==> config.mk <==
export PLATFORM = sky130hd
export DESIGN_NAME = mav_alu_sequencer
export DESIGN_NICKNAME = d
export VERILOG_FILES = /design/src/rtl/mav_alu_sequencer.sv
export SDC_FILE = /design/constraint.sdc
export NUM_CORES = 1
export LEC_CHECK = 0
export CAP_MARGIN = 10
export CORE_UTILIZATION = 45
export CTS_BUF_LIST = sky130_fd_sc_hd__clkbuf_8
export CTS_CLUSTER_DIAMETER = 200
export DETAILED_ROUTE_END_ITERATION = 12
export PLACE_DENSITY = 0.74
export REMOVE_ABC_BUFFERS = 1
export SYNTH_ARGS = -nofsm -noshare
export SYNTH_HDL_FRONTEND = slang
export SYNTH_SLANG_ARGS = --single-unit
==> constraint.sdc <==
create_clock -name clk -period 4.2 [get_ports clk]
set_input_delay 0.84 -clock clk [delete_from_list [all_inputs] [get_ports clk]]
set_output_delay 0.84 -clock clk [all_outputs]
set_load 0.05 [all_outputs]
==> src/rtl/mav_alu_sequencer.sv <==
// Purpose: 4-tap moving-average controller that time-multiplexes one external ALU
//          over three adds and a divide-by-4 shift. It also owns the 4-entry
//          circular sample buffer.
// Latency: during the fill phase (first 3 samples) m updates 1 clock after the
//          accepting edge. After that, m updates 4 clocks after the accepting edge.
// Backpressure: none. An en pulse that arrives while busy is discarded and sets
//          the sticky drop flag.
//
// Ports:
//   clk, rst        clock (rising edge) and async active-high reset
//   en, d           sample strobe and sample data
//   alu_a/b/f       operands and function select driven to the shared ALU
//   alu_y           combinational ALU result
//   m, m_valid      registered average and its one-cycle update pulse
//   busy, drop      sequence in progress; sticky "sample lost while busy"
//
// AW must be at least DW+2 so the 4-sample sum fits without overflow.
module mav_alu_sequencer #(
    parameter int         DW    = 16,
    parameter int         AW    = 32,
    parameter logic [2:0] F_ADD = 3'b001,
    parameter logic [2:0] F_SHR = 3'b101
) (
    input  logic          clk,
    input  logic          rst,
    input  logic          en,
    input  logic [DW-1:0] d,
    output logic [AW-1:0] alu_a,
    output logic [AW-1:0] alu_b,
    output logic [2:0]    alu_f,
    input  logic [AW-1:0] alu_y,
    output logic [DW-1:0] m,
    output logic          m_valid,
    output logic          busy,
    output logic          drop
);

    typedef enum logic [2:0] {
        S_IDLE  = 3'd0,
        S_ADD01 = 3'd1,
        S_ADD2  = 3'd2,
        S_ADD3  = 3'd3,
        S_SHR   = 3'd4
    } state_t;

    state_t        state_q, state_d;
    logic [DW-1:0] smp_q [4];
    logic [DW-1:0] smp_d [4];
    logic [1:0]    wp_q, wp_d;
    logic [2:0]    cnt_q, cnt_d;
    logic [AW-1:0] acc_q, acc_d;
    logic [DW-1:0] m_q, m_d;
    logic          m_valid_q, m_valid_d;
    logic          drop_q, drop_d;

    always_ff @(posedge clk or posedge rst) begin
        if (rst) begin
            state_q   <= S_IDLE;
            for (int i = 0; i < 4; i++) smp_q[i] <= '0;
            wp_q      <= '0;
            cnt_q     <= '0;
            acc_q     <= '0;
            m_q       <= '0;
            m_valid_q <= 1'b0;
            drop_q    <= 1'b0;
        end else begin
            state_q   <= state_d;
            for (int i = 0; i < 4; i++) smp_q[i] <= smp_d[i];
            wp_q      <= wp_d;
            cnt_q     <= cnt_d;
            acc_q     <= acc_d;
            m_q       <= m_d;
            m_valid_q <= m_valid_d;
            drop_q    <= drop_d;
        end
    end

    always_comb begin
        state_d   = state_q;
        for (int i = 0; i < 4; i++) smp_d[i] = smp_q[i];
        wp_d      = wp_q;
        cnt_d     = cnt_q;
        acc_d     = acc_q;
        m_d       = m_q;
        m_valid_d = 1'b0;
        drop_d    = drop_q;
        // Idle drives fixed operands so the ALU output stays deterministic.
        alu_a     = '0;
        alu_b     = '0;
        alu_f     = F_ADD;

        // Samples are only taken in IDLE. This includes the SHR->IDLE cycle,
        // where en is still counted as a loss.
        if (en && (state_q != S_IDLE)) drop_d = 1'b1;

        case (state_q)
            S_IDLE: begin
                if (en) begin
                    smp_d[wp_q] = d;
                    wp_d        = wp_q + 2'd1;
                    cnt_d       = (cnt_q == 3'd4) ? 3'd4 : cnt_q + 3'd1;
                    // Until four samples exist, the raw sample is shown directly.
                    if (cnt_q < 3'd3) begin
                        m_d       = d;
                        m_valid_d = 1'b1;
                    end else begin
                        state_d = S_ADD01;
                    end
                end
            end
            S_ADD01: begin
                alu_a   = AW'(smp_q[0]);
                alu_b   = AW'(smp_q[1]);
                acc_d   = alu_y;
                state_d = S_ADD2;
            end
            S_ADD2: begin
                alu_a   = acc_q;
                alu_b   = AW'(smp_q[2]);
                acc_d   = alu_y;
                state_d = S_ADD3;
            end
            S_ADD3: begin
                alu_a   = acc_q;
                alu_b   = AW'(smp_q[3]);
                acc_d   = alu_y;
                state_d = S_SHR;
            end
            S_SHR: begin
                alu_a     = acc_q;
                alu_b     = AW'(2);
                alu_f     = F_SHR;
                // Exact after the shift: sum < 4*2^DW, so sum>>2 fits in DW bits.
                m_d       = alu_y[DW-1:0];
                m_valid_d = 1'b1;
                state_d   = S_IDLE;
            end
            default: state_d = S_IDLE;
        endcase
    end

    assign m       = m_q;
    assign m_valid = m_valid_q;
    assign busy    = (state_q != S_IDLE);
    assign drop    = drop_q;

endmodule
==> metrics.yaml <==
clock_network:
  clock_sinks: 122
  clk_transition_reported_paths_ns: 0.08
  clk_latency_ns: 0.43
  htree_num_levels: 4
  ctsLongestPathBuffers: 2
  cts_tree: "yes"
  cts_root_buf: "clkbuf_8"
  cts_resized: 0
  cts_buffers: 17
  cts_setup_buffers: 0
  cts_hold_buf: 0
synth:
  ys_types: 36
  syn_area_um2: 5750
  synth_seq_cells: 122
  synthCells: 461
  synth-seq-area-share_pct: 53.1
  ys_warn_count: 0
  avgSynthCellArea_um2: 12.5
setup_path:
  cp.arrival_ns: 2.75
  r2r_slack_ns: 1.32
  startpoint_type: "register"
  path_class: "reg2out"
  crit_path_end_kind: "primary output"
  cp_max_fo: 17
  cp.required_ns: 3.36
run:
  drv_cap: 0
global_routing:
  gr-total-overflow: 0
  track_usage_pct: 21.4
  grt_pass1_wl_um: 21300
  antenna_found_initial: 0
  grt_max_degree: 64
  grt_pass1_vias: 4041
sta:
  setup_viol: 0
  fin_setup_tns_ns: 0
  timing.fmax_mhz: 278
  finClkSkew_ns: 0.0115
  worst_pin_slew_ns: 0.842
  slew_violations: 0
  hold_viol_final: 0
  relSlewSlack_pct: 43.9
  finalCritPeriodShare_pct: 85.5
  rsz0062_at_grt: "no"
  fin_crit_ns: 3.59
route:
  drt_iter0_drc: 172
  viasPerCell: 5.28
  via_count: 3980
  wire_per_inst_um: 17.9
  dr.pass1.iters: 4
  postRouteAntennaNets: 0
  drc: 0
  wl_um: 13500
layout:
  final_cell_mix: "dfrtp_1 (122), mux2_2 (101), clkdlybuf4s50_1 (70), buf_4 (56), nor2_1 (32)"
  layout.nets: 630
  nFillCells: 1009
  drive_gt1_share_pct: 36.0
  layout_commonest_cell: "dfrtp_1"
  regArea_um2: 3050
  syn_to_final_growth_pct: 26.6
  diodes: 0
  multi_input_area_um2: 2430
die:
  die-area_um2: 13200
  die_w_um: 115
  die_y_um: 115
  core_area_um2: 12200
  std_cell_rows: 40
  ios: 137
  start_util_pct: 47.1
status:
  status: "complete, no violations"
placed_design:
  place_congestion: 0.751
  hpwlAfterDp_um: 9240
  portBuffers: 118
worst_hold_path:
  hold_class: "reg2reg"
## critical path, stage by stage (launching register included)
cell	delay, ns
dfrtp_1	0.66
buf_4	0.33
or3b_1	0.41
inv_1	0.11
clkdlybuf4s50_1	0.80
## flip-flops by register name, summed over array words and instances, names as in the netlist
signal   count
drop         1
state_q      3
m           16
wp_q         2
smp_q       64
acc_q       32
cnt_q        3
m_valid      1
## through the flow
step	std cells	utilization [%]	setup WS, ns	hold slack (ns)	area (um^2)
finish	754	59.6	0.609	0.485	7280
global route	754	59.6	0.480	0.513	7280
CTS	753	59.5	0.309	0.482	7260
detailed placement	721	56.2	0.798	0.461	6870
global placement	721	56.2	0.961	0.444	6870
floorplan	426	-	0.117	0.456	5510
## final timing paths
kind                             from         to  cells after the start
max                        state_q[1]   alu_f[2]                      4
min in group asynchronous         rst  smp_q[62]                      2
min reg2reg                      drop       drop                      1
min                              drop       drop                      1
max reg2reg                state_q[1]  acc_q[22]                      4
max in group asynchronous         rst  smp_q[21]                      3
## routing by layer
layer	share of wire (%)	track usage (%)
met5	0	0
met4	0.98	6.49
met3	7.2	5.80
met2	48	36.3
met1	44	26.9
## cell families (layout without fill, tap and decap cells)
logic type	Yosys count	after routing	share of synthesized area [%]
flip-flops	122	122	53.1
AO/OA/AOI/OAI	77	77	8.97
XOR/XNOR	2	2	0.305
adder cells (fa/ha/maj)	6	6	1.31
multiplexers	112	112	22.6
other	2	18	0.131
buffers and inverters	58	167	5.61
AND/OR/NAND/NOR	82	82	7.99
## cell usage after synthesis, drive strengths merged
cell type  number  share of area [%]
xnor2           2               0.30
dfrtp         122                 53
nor2b           2               0.22
ha              6                1.3
conb            2               0.13
nor3b           2               0.35
nor4b           1               0.41
a21o            2               0.26
a21oi           4               0.35
and2           16                1.7
nand4          16                1.7
nor2           33                2.2
o21ai          22                2.0
or2             1               0.11
nor3            1              0.087
or3b            2               0.30
a22o           16                2.4
inv             7               0.46
or3             1               0.11
nand2           7               0.72
clkbuf         16                1.0
mux2          112                 23
buf            35                4.1
a22oi          16                2.1
a31oi          17                1.8
## area by class of cell
type,instances,share of cell area (%)
multi-input combinational,297,33.4
inverter,7,0.395
clock inverter,14,2.05
tap,168,2.89
sequential,122,41.9
clock buffer,18,3.40
timing repair buffer,128,15.9
Power is left out: the tool's default activity adds up to more than one toggle a clock period on the data nets, which glitch-free logic cannot reach.
